## config.mk

```make
export PLATFORM = sky130hd
export DESIGN_NAME = reg_snapshot_streamer_flat
export DESIGN_NICKNAME = d
export VERILOG_FILES = /design/src/rtl/reg_snapshot_streamer_if.sv /design/src/rtl/reg_snapshot_streamer.sv /design/src/flat_wrapper.sv
export SDC_FILE = /design/constraint.sdc
export NUM_CORES = 2
export LEC_CHECK = 0
export BUFFER_PORTS_ARGS = -buffer_cell sky130_fd_sc_hd__buf_2
export CAP_MARGIN = 20
export CORE_AREA = 2 2 331 333
export DETAILED_ROUTE_END_ITERATION = 16
export DIE_AREA = 0 0 333 335
export SLEW_MARGIN = 20
export SYNTH_ARGS = -nofsm -noshare
export SYNTH_HDL_FRONTEND = slang
export SYNTH_SLANG_ARGS = --single-unit
```

## constraint.sdc

```tcl
create_clock -name clk -period 3.3 [get_ports clk]
set_input_delay 0.165 -clock clk [delete_from_list [all_inputs] [get_ports clk]]
set_output_delay 0.165 -clock clk [all_outputs]
set_load 0.02 [all_outputs]
```

## src/rtl/reg_snapshot_streamer_if.sv

```systemverilog
// reg_snapshot_streamer_if: byte-stream valid/ready bus carrying snapshot frames
interface reg_snapshot_streamer_if;
   logic [7:0] out_data;
   logic       out_valid;
   logic       out_ready;
   logic       out_last;
   modport master (output out_data, output out_valid, output out_last, input out_ready);
   modport slave (input out_data, input out_valid, input out_last, output out_ready);
endinterface

```

## src/rtl/reg_snapshot_streamer.sv

```systemverilog
// reg_snapshot_streamer: captures a register file atomically and streams it as a header/data/checksum byte frame
module reg_snapshot_streamer #(
   parameter int         NUM_REGS = 26,
   parameter int         DATA_W   = 32,
   parameter logic [7:0] HDR_BYTE = 8'hA5
) (
   input  logic                       clk,
   input  logic                       rst_n,
   input  logic                       start,
   input  logic [NUM_REGS*DATA_W-1:0] regs_flat,
   reg_snapshot_streamer_if.master    out,
   output logic                       busy,
   output logic                       done
);
   localparam int BYTES = DATA_W / 8;
   localparam int RW = NUM_REGS > 1 ? $clog2(NUM_REGS) : 1;
   localparam int BW = BYTES > 1 ? $clog2(BYTES) : 1;
   typedef enum logic [1:0] {IDLE, HEADER, DATA, CSUM} state_t;
   state_t            state, state_nx;
   logic [DATA_W-1:0] shadow [NUM_REGS];
   logic [DATA_W-1:0] word;
   logic [RW-1:0]     ridx, ridx_nx;
   logic [BW-1:0]     bidx, bidx_nx;
   logic [7:0]        csum, csum_nx, data_byte;
   logic              acc;
   assign acc = out.out_valid && out.out_ready;
   // Output byte is looked up from the next indices so the registered output already shows the upcoming byte
   assign word = shadow[ridx_nx];
   assign data_byte = word[8*(BYTES-1-int'(bidx_nx)) +: 8];
   // State register
   always_ff @(posedge clk or negedge rst_n)
      if (!rst_n) state <= IDLE;
      else state <= state_nx;
   // Next state and index/checksum advance; only an accepted byte moves the frame forward
   always_comb begin
      state_nx = state;
      ridx_nx = ridx;
      bidx_nx = bidx;
      csum_nx = csum;
      case (state)
         IDLE: if (start) begin
            state_nx = HEADER;
            ridx_nx = '0;
            bidx_nx = '0;
            csum_nx = '0;
         end
         HEADER: if (acc) state_nx = DATA;
         DATA: if (acc) begin
            csum_nx = csum ^ out.out_data;
            bidx_nx = (bidx == BW'(BYTES-1)) ? '0 : bidx + 1'b1;
            if (bidx == BW'(BYTES-1)) begin
               if (ridx == RW'(NUM_REGS-1)) state_nx = CSUM;
               else ridx_nx = ridx + 1'b1;
            end
         end
         CSUM: if (acc) state_nx = IDLE;
         default: state_nx = IDLE;
      endcase
   end
   // Snapshot capture: only on the start edge in IDLE, so later regs_flat changes never reach the frame
   always_ff @(posedge clk or negedge rst_n)
      if (!rst_n) begin
         for (int i = 0; i < NUM_REGS; i++) shadow[i] <= '0;
      end else if (state == IDLE && start) begin
         for (int i = 0; i < NUM_REGS; i++) shadow[i] <= regs_flat[i*DATA_W +: DATA_W];
      end
   // Counters and registered outputs, all derived from the next state so outputs hold steady while stalled
   always_ff @(posedge clk or negedge rst_n)
      if (!rst_n) begin
         ridx <= '0;
         bidx <= '0;
         csum <= '0;
         out.out_data <= '0;
         out.out_valid <= 1'b0;
         out.out_last <= 1'b0;
         busy <= 1'b0;
         done <= 1'b0;
      end else begin
         ridx <= ridx_nx;
         bidx <= bidx_nx;
         csum <= csum_nx;
         out.out_data <= state_nx == HEADER ? HDR_BYTE : state_nx == DATA ? data_byte : state_nx == CSUM ? csum_nx : 8'h00;
         out.out_valid <= state_nx != IDLE;
         out.out_last <= state_nx == CSUM;
         busy <= state_nx != IDLE;
         done <= state == CSUM && state_nx == IDLE;
      end
endmodule
```

## src/flat_wrapper.sv

```systemverilog
// flat-port wrapper written by rule: the top's interface ports become plain ports
module reg_snapshot_streamer_flat 
#(
   parameter int         NUM_REGS = 26,
   parameter int         DATA_W   = 32,
   parameter logic [7:0] HDR_BYTE = 8'hA5
)
  (clk, rst_n, start, regs_flat, busy, done, out_out_data, out_out_valid, out_out_last, out_out_ready);
  reg_snapshot_streamer_if out_i ();
  input  logic clk;
  input  logic rst_n;
  input  logic start;
  input  logic [NUM_REGS*DATA_W-1:0] regs_flat;
  output logic busy;
  output logic done;
  output wire logic [$bits(out_i.out_data)-1:0] out_out_data;
  output wire logic [$bits(out_i.out_valid)-1:0] out_out_valid;
  output wire logic [$bits(out_i.out_last)-1:0] out_out_last;
  input wire logic [$bits(out_i.out_ready)-1:0] out_out_ready;
  assign out_out_data = out_i.out_data;
  assign out_out_valid = out_i.out_valid;
  assign out_out_last = out_i.out_last;
  assign out_i.out_ready = out_out_ready;
  reg_snapshot_streamer #(.NUM_REGS(NUM_REGS), .DATA_W(DATA_W), .HDR_BYTE(HDR_BYTE)) u_core (.clk(clk), .rst_n(rst_n), .start(start), .regs_flat(regs_flat), .out(out_i), .busy(busy), .done(done));
endmodule
```

Yosys cells after proc, flatten, opt, wreduce, memory -nomap -nowiden
Index checks and enable logic that the tools add are counted.

operators by class
  $add $sub $neg = 3
  order comparisons = 1
  eq/ne operators = 8
  shifts and indexed selects = 1
  muxes and demuxes = 25
  bitwise operators = 2
  reductions and logical operators = 6

operators by type and width
  kind                                                               number
  32-bit binary-select mux with 5-bit select                         1
  32-bit two-way mux                                                 2
  8-bit two-way mux                                                  5
  32-bit by 32-bit variable part select with 8-bit output            1
  5-bit two-way mux                                                  4
  2-bit two-way mux                                                  9
  8-bit case mux with 2 select lines                                 1
  2-bit == test, second input constant                               5
  5-bit case mux with 2 select lines                                 1
  2-bit case mux with 4 select lines                                 1
  8-bit bitwise XOR                                                  1
  6-bit >= comparator, second input constant                         1
  5-bit NOT with 6-bit output                                        1
  5-bit by 1-bit adder with 5-bit output, second input constant      1
  5-bit == test, second input constant                               1
  2-bit by 1-bit == test with 1-bit output, second input constant    2
  2-bit zero test                                                    2
  2-bit case mux with 2 select lines                                 1
  1-bit logical AND                                                  3
  2-bit by 2-bit subtractor with 3-bit output, first input constant  1
  2-bit by 1-bit adder with 2-bit output, second input constant      1
  2-bit nonzero test                                                 1

word-level totals
  bits in registers = 860
  bits of input ports = 836
  output and inout port bits = 12
  logic and storage cells = 80

Longest topological paths before layout
  depth in word-level cells = 12
  gate-level depth with buffers = 18
  depth with buffers taken out = 12

Worst setup path before layout
OpenSTA, ideal clock, no wires.

  path kind = flip-flop to flip-flop
  start = register u_core.ridx[0]
  end = register u_core.out.out_data[3]
  library setup time = 0.129 ns
  data arrival time = 3.086 ns
  data required time = 3.171 ns
  path slack = 0.085 ns
  stages on the path, launching flop included = 14
  buffers on the path = 3
  clock period less this slack = 3.215 ns
  path through = dfrtp_1 > ha_1 > and4b_1 > or4_1 > buf_2 > and2_1 > buf_6 > clkinv_2 > buf_6 > mux4_2 > a2111oi_0 > nor3_1 > a311oi_1 > a31oi_1

on the way
  cells in the longest elaborated chain, start to end = 12
  elaborated cells between the ends (all ways) = 22
  classes of those cells = add/sub (1); eq/ne (4); shift (1); mux (15); bitwise (1)

RTL lines
  element                                                                  line                                                      text
  start, declared                                                          reg_snapshot_streamer.sv:22                               logic [RW-1:0] ridx, ridx_nx;
  start signal, assigned                                                   reg_snapshot_streamer.sv:79                               ridx <= ridx_nx;
  5-bit by 1-bit adder with 5-bit output or 5-bit == test (tied branches)  reg_snapshot_streamer.sv:53, reg_snapshot_streamer.sv:52
  5-bit two-way mux                                                        reg_snapshot_streamer.sv:52                               if (ridx == RW'(NUM_REGS-1)) state_nx = CSUM;
  5-bit two-way mux                                                        reg_snapshot_streamer.sv:51                               if (bidx == BW'(BYTES-1)) begin
  5-bit two-way mux                                                        reg_snapshot_streamer.sv:48                               DATA: if (acc) begin
  5-bit case mux with 2 select lines                                       reg_snapshot_streamer.sv:40                               case (state)
  5-bit NOT with 6-bit output (not written as such)                        reg_snapshot_streamer.sv:28                               assign word = shadow[ridx_nx];
  32-bit binary-select mux with 5-bit select                               reg_snapshot_streamer.sv:28
  32-bit two-way mux (not written as such) (2 in series)                   reg_snapshot_streamer.sv:28
  32-bit by 32-bit variable part select with 8-bit output                  reg_snapshot_streamer.sv:29                               assign data_byte = word[8*(BYTES-1-int'(bidx_nx)) +: 8];
  8-bit two-way mux                                                        reg_snapshot_streamer.sv:82                               out.out_data <= state_nx == HEADER ? HDR_BYTE : state_nx == DATA ? data_byte : state_nx == CSUM ? csum_nx : 8' ...
  8-bit two-way mux *                                                      reg_snapshot_streamer.sv:82
  end signal, assigned                                                     reg_snapshot_streamer.sv:82
  end, declared                                                            reg_snapshot_streamer_if.sv:7                             modport master (output out_data, output out_valid, output out_last, input out_ready);

Every way passes the cells marked *; elsewhere a longest branch is shown, timed or not. The select of a mux whose other input is x is not followed.
A chain may end at the register's enable or synchronous reset.

Worst setup path after layout
  start = register u_core.ridx[1]
  end = register u_core.out.out_data[0]

Same word-level chain as after synthesis.

==> metrics.md <==
| Metric | Value |
|---|---|
| Status | finished with violations |
| Failing checks | negative setup slack |
| Fill cells | 9471 |
| Via density | 5.35 |
| Final Setup Violations | 5 |
| Sw power | 18.4 mW |
| Setup ws final | -89.5 ps |
| Total clock buffers created by CTS | 97 |
| WS Path Type | reg2reg |
| Final net count | 7623 |
| Final hold violations | 0 |
| Worst-case clock buffer depth | 3 |
| H-tree levels | 3 |
| Slowest stage delay, CP | 420 ps |
| Max VDD drop | 0.512 mV |
| Max-slew violation count | 0 |
| Row cnt | 121 |
| Final Skew | 34.9 ps |
| Routed Antenna Nets | 0 |
| Lkg Pwr | 31.2 nW |
| Die area | 0.112 mm² |
| Clk sinks | 860 |
| Cell taking the most area after synthesis | dfrtp_1 |
| Die width | 333 µm |
| FF+latch count, synth | 860 |
| Drt total wl | 197 mm |
| Antenna violations before repair | 19 |
| Area Overhead vs Synth | 51.1% |
| Comb pwr share | 0.352 |
| Ys flop type | dfrtp_1 |
| Fmax | 295 MHz |
| Largest net degree at the start of global routing | 241 |
| Slowest stage cell, crit path | or4_4 |
| CP startpoint kind | flip-flop |
| Cell Area, Synth | 0.0399 mm² |
| Pwr Total | 46.8 mW |
| Worst Path Required | 3910 ps |
| CP bufs+invs | 8 |
| Ys async rst share | 1.00 |
| Syn_nets | 5848 |
| Share of cells above drive strength 1 | 0.214 |
| GP Congestion | 0.947 |
| Most frequent cell after synthesis | nand2_1 |
| Register area share after synthesis | 0.539 |
| Ys Warns | 0 |
| Pwr Density | 776 mW/mm² |
| DP HPWL | 134 mm |
| Initial DRC count | 4643 |
| Drt wl/cell | 23.8 µm |
| Grt ovf | 0 |
| I/O pin cnt | 848 |
| Final Cycle Share | 1.03 |
| Pre-Repair DR Iteration Count | 9 |
| Internal cell power | 28.5 mW |
| CP dominant cell by count | buf_12 |
| Tightest Pin Transition | 1090 ps |
| Max-cap violations | 0 |
| Switch share | 0.392 |
| Vias in the first global route | 44200 |
| Critical path cell sequence | inv_1, ha_2, and4b_1, or4_4, and2_4, buf_12, inv_16, buf_12, buf_12, buf_6, nand2_1, a311oi_2, buf_4, nor3_2, nor3_2, buf_4, nor3_1, nor3_1 |
| Initial Util | 0.369 |
| Slew margin rel. | 0.271 |
| CORE AREA | 0.108 mm² |
| Worst-path fanout max | 7 |
| R2R depth | 18 |
| First-pass GRT wire length | 284 mm |
| Syn avg cell area | 7.97 µm² |
| RSZ-0062 raised after global routing | true |
| Reg2reg setup slack | -90 ps |
| Via count | 44300 |
| Cell variety after synth | 65 |
| Share of the synthesized area in the top cell type | 0.539 |
| Root buffer cell | clkbuf_16 |
| CP Capture Type | flip-flop |
| EDFF count, synth | 0 |
| Synth area leaders | dfrtp_1 (54%), nand2_1 (28%), mux2i_1 (2.8%) |
| Worst skew pair latency | 700 ps |
| Design Area, Final | 0.0603 mm² |
| Die height | 335 µm |
| Crit path DAT | 4000 ps |
| R2R Path End | u_core.out.out_data[0] |
| Dpl cell area | 0.0474 mm² |
| Crit path max-delay family | simple AND/OR/NAND/NOR gates |
| Min-Delay Path Class | in2async |
| Seq pwr share | 0.407 |
| Synth cell count leaders | nand2_1 (2979), dfrtp_1 (860), clkbuf_1 (267) |
| # DRC | 0 |
| Gr usage total | 0.344 |
| Clock power frac | 0.241 |
| Clock-pin slew on the worst setup and hold paths | 60 ps |
| Final min period | 3390 ps |
| Reg2Reg Launch Point | u_core.ridx[1] |
| Syn Inst Count | 5009 |
| CTS tree | done |
| Port bufs | 847 |
power by group through the flow:
stage               clock network, mW  logic [mW]  registers (mW)
global placement                    0        14.5            18.9
floorplan                           0        9.27            17.5
CTS                              11.4        15.9            18.8
finish                           11.3        16.5            19.1
detailed placement                  0        14.7            18.9
global route                     11.8        18.2            19.4
placed cells by master, fill, tap and decap left out, types with 22 or more instances in the layout:
master | Yosys | final
nand2_1 | 2979 | 2978
dfrtp_1 | 860 | 860
buf_2 | 30 | 846
dlygate4sd3_1 | 0 | 834
buf_4 | 19 | 252
nand3_1 | 126 | 120
clkbuf_16 | 0 | 100
mux2i_1 | 111 | 97
a21oi_1 | 83 | 76
and3_1 | 58 | 58
a31oi_1 | 52 | 48
buf_12 | 2 | 48
a211oi_1 | 55 | 43
o21ai_0 | 49 | 40
nor2_1 | 37 | 32
nor3_1 | 35 | 22
sequential cells by signal (all words and copies together), names as in the netlist:
register,count
u_core.done,1
u_core.out.out_valid,1
u_core.bidx,2
u_core.csum,8
u_core.shadow,832
u_core.out.out_last,1
u_core.ridx,5
u_core.state,2
u_core.out.out_data,8
timing repair:
item,CTS,global route
cloned,6,1
endpoints found under the setup margin,8,8
hold buffers,834,0
pin swaps,23,26
endpoints found under the hold margin,888,0
resized for setup,82,97
buffers inserted,18,10
worst max path at each step:
stage / start / endpoint / slack (ps) / depth (start not counted)
after detailed placement: u_core.ridx[0] / u_core.out.out_data[7] / -530 / 15
after CTS: u_core.ridx[1] / u_core.out.out_data[0] / -100 / 15
after floorplan: u_core.ridx[0] / u_core.out.out_data[3] / 80 / 13
final: u_core.ridx[1] / u_core.out.out_data[0] / -90 / 18
after global routing: u_core.ridx[1] / u_core.out.out_data[0] / -200 / 18
after global placement: u_core.ridx[1] / u_core.out.out_data[7] / -560 / 16
metal layers:
| metal | vias up | share of wire | global-route usage |
|---|---|---|---|
| met5 | - | 0.00037 | 0 |
| met4 | 12 | 0.068 | 0.203 |
| met3 | 678 | 0.081 | 0.0697 |
| met2 | 2390 | 0.44 | 0.524 |
| met1 | 21600 | 0.41 | 0.453 |
| li1 | 19600 | - | - |
cells by family after synthesis:
family	count (synthesis)	share of synthesized area
compound gates	403	0.0696
flops	860	0.539
xor+xnor	4	0.000878
simple gates	3275	0.320
buf+inv	344	0.0376
fa+ha+maj	3	0.000940
mux	120	0.0323
stage by stage:
stage	hold slack (ps)	std cells	setup WS (ps)	TNS [ps]	utilization
after detailed placement	290	7233	-530	-2500	0.438
after global placement	280	7233	-564	-2530	0.438
after CTS	151	8259	-99.7	-641	0.552
after floorplan	-131	5009	84.7	0	-
after global routing	169	8277	-197	-1130	0.558
final	156	8284	-89.5	-222	0.558
cell type report:
class	instances	area, µm²	area share
antenna	15	37.5	0.000622
clock buffer	132	2730	0.0453
clock inverter	38	531	0.00879
inverter	10	63.8	0.00106
multi-input combinational	3805	17700	0.293
sequential	860	21500	0.357
tap	1414	1770	0.0293
timing repair buffer	2008	15900	0.264
timing repair inverter	2	32.5	0.000539
worst reg2reg max path, cell delays in order (launching register included):
cell and delay, ps:
dfrtp_1 350, inv_1 50, ha_2 170, and4b_1 200
or4_4 420, and2_4 180, buf_12 140, inv_16 100
buf_12 160, buf_12 140, buf_6 120, nand2_1 60
a311oi_2 250, buf_4 190, nor3_2 50, nor3_2 300
buf_4 220, nor3_1 60, nor3_1 180
Note: power is estimated with default switching activity, not from simulation.
